<file path="src/rtl/seqdet_pkg.sv">
// Shared helpers for serial pattern detectors: state-width sizing and the
// KMP-style next-state construction evaluated at elaboration time.
package seqdet_pkg;

  localparam int SEQDET_MAX_LEN = 32;

  function automatic int seqdet_sw(int len);
    return (len < 2) ? 1 : $clog2(len);
  endfunction

  // Longest prefix of pattern that is a proper suffix of (first s pattern bits, b).
  function automatic int seqdet_ns(logic [31:0] pattern, int len, int s, logic b);
    int   best;
    int   pos;
    logic cur;
    bit   ok;
    best = 0;
    for (int k = 1; k < len; k++) begin
      if (k <= s + 1) begin
        ok = 1'b1;
        for (int j = 0; j < k; j++) begin
          pos = s + 1 - k + j;
          cur = (pos == s) ? b : pattern[5'(len - 1 - pos)];
          if (cur != pattern[5'(len - 1 - j)]) ok = 1'b0;
        end
        if (ok) best = k;
      end
    end
    return best;
  endfunction

  function automatic int seqdet_border(logic [31:0] pattern, int len);
    return seqdet_ns(pattern, len, len - 1, pattern[0]);
  endfunction

endpackage

</file>
<file path="src/rtl/sat_counter.sv">
// Saturating event counter with sticky saturation flag; a clear in the same
// cycle as an increment yields a count of one.
module sat_counter #(
  parameter int W = 8
) (
  input  logic         clk,
  input  logic         rst_n,
  input  logic         inc,
  input  logic         clr,
  output logic [W-1:0] cnt,
  output logic         sat
);

  logic [W-1:0] cnt_q, cnt_d;
  logic         sat_q, sat_d;

  always_comb begin
    cnt_d = clr ? '0 : cnt_q;
    sat_d = clr ? 1'b0 : sat_q;
    if (inc && (cnt_d != '1)) begin
      cnt_d = cnt_d + W'(1);
    end
    if (cnt_d == '1) begin
      sat_d = 1'b1;
    end
  end

  always_ff @(posedge clk) begin
    if (!rst_n) begin
      cnt_q <= '0;
      sat_q <= 1'b0;
    end else begin
      cnt_q <= cnt_d;
      sat_q <= sat_d;
    end
  end

  assign cnt = cnt_q;
  assign sat = sat_q;

endmodule

</file>
<file path="src/rtl/mealy_seq_detector.sv">
// Parametrised Mealy detector for a LEN-bit serial pattern with optional
// overlap, a registered match copy and a saturating match counter.
module mealy_seq_detector
  import seqdet_pkg::*;
#(
  parameter int             LEN     = 4,
  parameter logic [LEN-1:0] PATTERN = 4'b1011,
  parameter bit             OVERLAP = 1'b1,
  parameter int             CNT_W   = 8,
  localparam int            SW      = seqdet_sw(LEN)
) (
  input  logic             clk,
  input  logic             rst_n,
  input  logic             en,
  input  logic             din,
  input  logic             clr_cnt,
  output logic             match,
  output logic             match_r,
  output logic [SW-1:0]    state,
  output logic [CNT_W-1:0] match_cnt,
  output logic             cnt_sat
);

  localparam int            NS_DEPTH = 1 << SW;
  localparam int            BORDER   = seqdet_border(32'(PATTERN), LEN);
  localparam int            FULL_NS  = OVERLAP ? BORDER : 0;
  localparam logic [SW-1:0] LAST     = SW'(LEN - 1);

  if (LEN < 2 || LEN > SEQDET_MAX_LEN) begin : g_bad_len
    $error("mealy_seq_detector: LEN must be in 2..32");
  end
  if (CNT_W < 1) begin : g_bad_cnt_w
    $error("mealy_seq_detector: CNT_W must be at least 1");
  end

  logic [SW-1:0] ns0_tab [NS_DEPTH];
  logic [SW-1:0] ns1_tab [NS_DEPTH];

  // Unreachable encodings map to state 0 so a corrupted state self-recovers.
  for (genvar gi = 0; gi < NS_DEPTH; gi++) begin : g_ns
    if (gi < LEN) begin : g_live
      localparam logic EXP_B = PATTERN[LEN-1-gi];
      localparam bit   IS_LAST = (gi == LEN - 1);
      localparam int   NS0 = (IS_LAST && !EXP_B) ? FULL_NS
                                                 : seqdet_ns(32'(PATTERN), LEN, gi, 1'b0);
      localparam int   NS1 = (IS_LAST && EXP_B) ? FULL_NS
                                                : seqdet_ns(32'(PATTERN), LEN, gi, 1'b1);
      assign ns0_tab[gi] = SW'(NS0);
      assign ns1_tab[gi] = SW'(NS1);
    end else begin : g_dead
      assign ns0_tab[gi] = '0;
      assign ns1_tab[gi] = '0;
    end
  end

  logic [SW-1:0] state_q, state_d;
  logic          match_r_q;
  logic          state_ok;

  assign state_ok = (state_q <= LAST);

  always_comb begin
    state_d = state_q;
    match   = 1'b0;
    if (!state_ok) begin
      state_d = '0;
    end else if (en) begin
      state_d = din ? ns1_tab[state_q] : ns0_tab[state_q];
      match   = rst_n && (state_q == LAST) && (din == PATTERN[0]);
    end
  end

  always_ff @(posedge clk) begin
    if (!rst_n) begin
      state_q   <= '0;
      match_r_q <= 1'b0;
    end else begin
      state_q   <= state_d;
      match_r_q <= match;
    end
  end

  assign state   = state_q;
  assign match_r = match_r_q;

  sat_counter #(
    .W(CNT_W)
  ) u_cnt (
    .clk  (clk),
    .rst_n(rst_n),
    .inc  (match),
    .clr  (clr_cnt),
    .cnt  (match_cnt),
    .sat  (cnt_sat)
  );

endmodule

</file>
<file path="config.mk">
export PLATFORM = sky130hd
export DESIGN_NAME = mealy_seq_detector
export DESIGN_NICKNAME = d
export VERILOG_FILES = /design/src/rtl/seqdet_pkg.sv /design/src/rtl/sat_counter.sv /design/src/rtl/mealy_seq_detector.sv
export SDC_FILE = /design/constraint.sdc
export NUM_CORES = 1
export LEC_CHECK = 0
export ABC_AREA = 1
export ABC_CLOCK_PERIOD_IN_PS = 1890
export BUFFER_PORTS_ARGS = -buffer_cell sky130_fd_sc_hd__buf_4
export CAP_MARGIN = 20
export CORE_AREA = 4 4 44 46
export CTS_BUF_LIST = sky130_fd_sc_hd__clkbuf_16
export CTS_CLUSTER_DIAMETER = 80
export CTS_CLUSTER_SIZE = 8
export DETAILED_ROUTE_END_ITERATION = 16
export DIE_AREA = 0 0 48 50
export PLACE_DENSITY = 0.73
export SKIP_LAST_GASP = 1
export SYNTH_ARGS = -nofsm -noshare
export SYNTH_HDL_FRONTEND = slang
export SYNTH_SLANG_ARGS = --single-unit
</file>
<file path="constraint.sdc">
create_clock -name clk -period 1.89 [get_ports clk]
set_input_delay 0.4725 -clock clk [delete_from_list [all_inputs] [get_ports clk]]
set_output_delay 0.4725 -clock clk [all_outputs]
set_load 0.02 [all_outputs]
</file>
==> results of run 1 <==
per-layer routing:
layer	vias to the layer above	GRT usage (%)
met5	-	0
met4	0	9.87
met3	5	3.64
met2	17	25.3
met1	316	19.4
li1	381	-
power breakdown:
part           leakage (µW)  internal, µW  switching, µW
registers         0.0000970           257           2.92
logic              0.000382          15.6           23.1
clock network     0.0000385           279            116
total              0.000518           551            142
cell type report:
type                       count  share of cell area (%)
multi-input combinational     77                    44.1
sequential                    12                    24.6
timing repair buffer          19                    14.6
clock buffer                   3                    7.69
inverter                      17                    6.54
tap                           16                    2.05
clock inverter                 1                   0.385
worst max-delay path by stage:
stage                        from        end
after CTS                 clr_cnt  u_cnt.sat
after global routing      clr_cnt  u_cnt.sat
after detailed placement  clr_cnt  u_cnt.sat
after floorplan           clr_cnt  u_cnt.sat
after global placement    clr_cnt  u_cnt.sat
final                     clr_cnt  u_cnt.sat
sequential cells by signal, summed over array words and instances (netlist names):
register and flops:
match_r 1, state 2, u_cnt.cnt 8, u_cnt.sat 1
critical path, stage by stage:
cell     delay (ns)
buf_4          0.13
inv_2          0.16
nand3_1        0.20
nor2_4         0.19
nor2_1         0.06
nand2_1        0.08
nand2_1        0.07
nor2_1         0.11
nand3_1        0.08
nor2_1         0.11
nor2_1         0.04
nor2_1         0.07
per-stage QoR:
stage	setup slack [ns]	utilization (%)	hold WS (ns)	total power, µW	instance area [µm²]
final	0.284	64.8	0.453	693	976
after detailed placement	0.0324	59.6	0.481	303	897
after floorplan	0.422	-	0.553	284	746
after CTS	0.266	64.8	0.456	694	976
after global placement	0.0357	59.6	0.476	303	897
after global routing	0.0967	64.8	0.475	710	976
placed cells by master, fill, tap and decap left out, drive strengths merged, types with 3 or more instances in the layout:
master  count
inv        17
buf        19
a21oi       8
nand2      33
dfxtp      12
nand4       3
nand3      10
nor2       16
o21ai       3
clkbuf      3
kinds of logic (layout without fill, tap and decap cells):
logic type	count (synthesis)	in the layout	share of synthesized area, %
and+or+nand+nor	66	66	50.3
buffers and inverters	18	40	10.1
AOI/OAI and AO/OA	11	11	7.38
DFF	12	12	32.2
==> reports/qor.txt, run 1 <==
Skew final -> 0.00353 ns
Worst Hold Endpoint -> state[0]
Non-filler instance count after layout -> 145
Synth cell count leaders -> 27 x nand2_1, 16 x inv_1, 13 x nor2_1, 12 x dfxtp_1, 8 x a21oi_1
IO Pins -> 18
DR WL/cell -> 11.4 µm
Multi-input logic area -> 430 µm²
Post_cts resized -> 0
Asr flop ratio synth -> 0%
Die Y -> 50 µm
FF+latch area -> 240 µm²
Clock Tree Root -> clkbuf_16
Vias in the first global route -> 680
Hold_buf cts -> 0
Max-cap violations -> 0
First-pass GRT wire length -> 2830 µm
Mapped Nets -> 112
CTS buffer count -> 3
Die ar. -> 2400 µm²
Netlist Area Pre-Place -> 746 µm²
Layout net count -> 135
Drt initial violations -> 25
CTS tree -> yes
Wire length on met3 -> 79 µm
CTS HTree Levels -> 1
Wire length on met2 -> 784 µm
Core area -> 1510 µm²
WHS Path Cells -> 2
CP Max Fanout -> 10
Setup TNS -> 0 ns
Routability cong. -> 0.869
Largest area contributor in the netlist -> dfxtp_1
Clk_lat worst skew -> 0.24 ns
Setup bufs post-CTS -> 0
Top-count cell post-synth -> nand2_1
Layout cell share with drive strength beyond 1 -> 29.5%
Tot GR Track Use -> 16.3%
Routed Antenna Nets -> 0
FILL cells -> 140
Post-DP HPWL -> 1330 µm
Yosys warns -> 0
Leakage -> 0.000518 µW
Final worst-path cycle share -> 85.0%
Final hold vios -> 0
F_max -> 623 MHz
DR pass1 iterations -> 4
Worst min path class -> input port to register
Status -> finished clean
Critical path class -> input port to register
Unique masters post-synth -> 22
Slew headroom -> 83.3%
PD cells -> 710 nW/µm²
RSZ-0062 raised after global routing -> false
Worst path arrival time -> 1.79 ns
CP startpoint kind -> input port
Slew Limit Fails -> 0
Detailed-route via count -> 719
Final setup fails -> 0
Maximum number of pins on one net before global-route repair -> 11
Cells after DPL -> 141
IO Port Bufs -> 17
DR top layer -> met4
CP Data Required Time -> 2.07 ns
Top cell type's share of synthesized area -> 32.2%
Final Critical Period -> 1.61 ns
ANT cells -> 0
Synth top area cells -> dfxtp_1 32%, nand2_1 14%, inv_1 8.1%, nor2_1 6.5%, a21oi_1 5.4%
Drt total wl -> 1650 µm
Launch point of the worst hold path -> en
Clock transition at path regs -> 0.05 ns
Cells after Synth -> 107
Initial antenna violation count -> 0
Sequential fraction of the synthesis area -> 32.2%
Die W -> 48 µm
#FFs+latches synth -> 12
Initial Util -> 49.5%
FP Rows -> 14
Reg2reg end -> u_cnt.sat
Main flop type after synthesis -> dfxtp_1
Reg-to-Reg Start -> u_cnt.cnt[4]
Met1 Wirelength -> 747 µm
Area grow syn2layout -> 30.9%
DRC -> 0
GR Overflow Total -> 0
Post-synth EDFFs -> 0
R2r setup slk -> 0.44 ns
Worst-Margin Slew -> 0.250 ns
Maximum VDD drop -> 0.539 mV
Worst r2r path cells -> 10
Synthesized area per cell -> 6.97 µm²
Clk buf depth -> 2
Vias per Instance -> 4.96
Crit. End Element -> register
Num Clock Sinks -> 12
No activity file was read; power rests on OpenSTA's default activity.
==> run 2: changes to the inputs <==
--- a/config.mk
+++ b/config.mk
@@ -6,7 +6,7 @@
 export NUM_CORES = 1
 export LEC_CHECK = 0
 export ABC_AREA = 1
-export ABC_CLOCK_PERIOD_IN_PS = 1890
+export ABC_CLOCK_PERIOD_IN_PS = 1500
 export BUFFER_PORTS_ARGS = -buffer_cell sky130_fd_sc_hd__buf_4
 export CAP_MARGIN = 20
 export CORE_AREA = 4 4 44 46
==> constraint.sdc (replaced) <==
create_clock -name clk -period 1.5 [get_ports clk]
set_input_delay 0.375 -clock clk [delete_from_list [all_inputs] [get_ports clk]]
set_output_delay 0.375 -clock clk [all_outputs]
set_load 0.02 [all_outputs]
==> run 2 against run 1 <==
Hold slack got worse by 0.095 ns. Clock skew shrank 0.0017 ns. Combinational power increased by 57%. Via count increased by 19%. Final area rose by 15%. Critical path depth is 2 higher. Non-clock buffer count grew 14. Sequential power grew 26%. First-iteration DRC count is 44% lower. Wire length grew 25%. Critical path type unchanged. Critical endpoint unchanged. Largest cell class unchanged.
==> reports/qor.txt, run 2 (same netlist as run 1, synthesis figures left out) <==
Status -> finished clean
Pre-CTS WS -> -0.116 ns (-0.149 ns)
Worst-Margin Slew -> 0.269 ns (+0.0192 ns)
Setup TNS -> 0 ns (unchanged)
Drt total wl -> 2070 µm (+25%)
Crit. End Element -> register
Worst r2r path cells -> 11 (+1)
Num Clock Sinks -> 12 (unchanged)
Reg2reg end -> u_cnt.sat
FP Rows -> 14 (unchanged)
Slew headroom -> 82.0% (-1.3 points)
Layout net count -> 149 (+10%)
Clock Tree Root -> clkbuf_16
Combinational Power Share -> 6.9% (+1.3 points)
FILL cells -> 105 (-25%)
DRC -> 0 (unchanged)
Switching portion of total power -> 20.4% (-0.098 points)
Vias in the first global route -> 781 (+15%)
Clk_lat worst skew -> 0.24 ns (about the same)
CTS tree -> yes
Die ar. -> 2400 µm² (unchanged)
Clock transition at path regs -> 0.04 ns (about the same)
CP Max Fanout -> 8 (-2)
Final hold vios -> 0 (unchanged)
Drt initial violations -> 14 (-44%)
Routed Antenna Nets -> 0 (unchanged)
Skew final -> 0.00187 ns (-0.00165 ns)
Share of power burned in registers -> 37.3% (about the same)
Maximum VDD drop -> 0.556 mV (+3.1%)
Final Critical Period -> 1.48 ns
CP startpoint kind -> input port
Maximum number of pins on one net before global-route repair -> 9 (-2)
Slew Limit Fails -> 0 (unchanged)
Critical path class -> input port to register
Detailed-route via count -> 856 (+19%)
IO Port Bufs -> 17 (unchanged)
Crit. Startpoint -> clr_cnt
Min Hold Slack -> 0.359 ns (-0.0949 ns)
CP Data Required Time -> 1.62 ns (-0.45 ns)
FF+latch area -> 246 µm² (+2.6%)
PD cells -> 779 nW/µm² (+9.7%)
Commonest non-fill, non-tap cell in the layout -> buf_4
Hold_buf cts -> 0 (unchanged)
Max reg flops -> 8 (unchanged)
RSZ-0062 raised after global routing -> true
Max-cap violations -> 0 (unchanged)
IO Pins -> 18 (unchanged)
Fin util -> 74.8% (+10 points)
Tot GR Track Use -> 18.9% (+2.6 points)
Routability cong. -> 0.839 (-3.5%)
DR pass1 iterations -> 4 (unchanged)
Area grow syn2layout -> 51.0%
CTS HTree Levels -> 1 (unchanged)
Core area -> 1510 µm² (unchanged)
P_int -> 699 µW (+27%)
Initial Util -> 49.5% (unchanged)
Setup ws final -> 0.0175 ns (-0.267 ns)
Leakage -> 0.000589 µW (+14%)
Cells after DPL -> 153 (+8.5%)
Reg-to-Reg Start -> u_cnt.cnt[0]
Clk buf depth -> 2 (unchanged)
Initial antenna violation count -> 0 (unchanged)
Vias per Instance -> 5.42 (+9.3%)
Final setup fails -> 0 (unchanged)
Most frequent cells in the layout -> 32 x buf_4, 26 x nand2_1, 16 x inv_1
Final worst-path cycle share -> 98.8%
Launch point of the worst hold path -> en
Sw Pwr -> 179 µW (+26%)
ANT cells -> 0 (unchanged)
Multi-input logic area -> 458 µm² (+6.4%)
Die Y -> 50 µm (unchanged)
Clock network power share -> 55.8% (-1.2 points)
First-pass GRT wire length -> 3260 µm (+15%)
Non-filler instance count after layout -> 158 (+9.0%)
Post-DP HPWL -> 1430 µm (+7.6%)
DR WL/cell -> 13.1 µm (+15%)
Layout cell share with drive strength beyond 1 -> 43.7% (+14 points)
GR Overflow Total -> 0 (unchanged)
Die W -> 48 µm (unchanged)
Worst min path class -> input port to register
CTS buffer count -> 3 (unchanged)
Worst path arrival time -> 1.60 ns (-0.19 ns)
Critical path destination -> u_cnt.sat
F_max -> 675 MHz
R2r setup slk -> 0.03 ns (-0.41 ns)
run 2: cell types whose count changed in the layout (fill, tap and decap cells not counted), moves of 2 or more:
cell | previous run | this run
nor2_2 | 0 | 2
dfxtp_2 | 0 | 5
dfxtp_1 | 12 | 7
nor2_1 | 13 | 10
buf_4 | 19 | 32
run 2: metrics by stage:
stage | total power, µW | cell area [µm²]
5_1_grt | 910 | 1130
4_1_cts | 878 | 1080
3_5_place_dp | 390 | 1000
3_3_place_gp | 389 | 1000
6_report | 878 | 1130
2_1_floorplan | 358 | 746
run 2: worst min-delay path by stage:
| stage | to | slack, ns | cells after the start |
|---|---|---|---|
| after global routing | state[0] | 0.36 | 2 |
| final | state[0] | 0.36 | 2 |
| after global placement | state[1] | 0.48 | 2 |
| after floorplan | state[0] | 0.46 | 1 |
| after detailed placement | state[1] | 0.49 | 2 |
| after CTS | state[0] | 0.36 | 2 |
run 2: metal layers:
metal / up-vias / wire, µm / GRT usage (%)
li1: 412 / - / -
met1: 385 / 811 / 21.7
met2: 43 / 1020 / 31.5
met3: 16 / 126 / 4.36
met4: 0 / 111 / 8.52
met5: - / 0 / 0
run 2: what timing repair did:
action                                  in CTS  in global routing
setup buffers                                0                  2
gates resized for setup                      1                 12
gates cloned                                 0                  0
endpoints found under the setup margin       1                  3
hold endpoints to repair                     0                  0
pin swaps                                    0                  5
run 2: power by group through the flow:
stage / sequential, µW / combinational, µW / clock [µW]
3_3_place_gp: 333 / 56.5 / 0
6_report: 327 / 60.6 / 490
2_1_floorplan: 337 / 21.0 / 0
5_1_grt: 327 / 65.1 / 518
4_1_cts: 328 / 58.4 / 492
3_5_place_dp: 333 / 57.4 / 0
run 2: cell type report:
type                            count  share of cell area (%)
Timing Repair Buffer               33                    23.1
Clock buffer                        3                    6.67
Inverter                           17                    5.89
Tap cell                           16                    1.78
Sequential cell                    12                    21.9
Multi-Input combinational cell     77                    40.7
run 2: worst max-delay path, stage by stage:
cell and delay (ns):
buf_4 0.13, inv_4 0.08, buf_12 0.12, nand3_4 0.10, nor2_4 0.12, nand2_4 0.08
nand2_4 0.09, inv_1 0.06, nand2_1 0.11, nand2_1 0.07, nand3_1 0.07, nor2_1 0.04
nor2_1 0.10, nor2_1 0.05
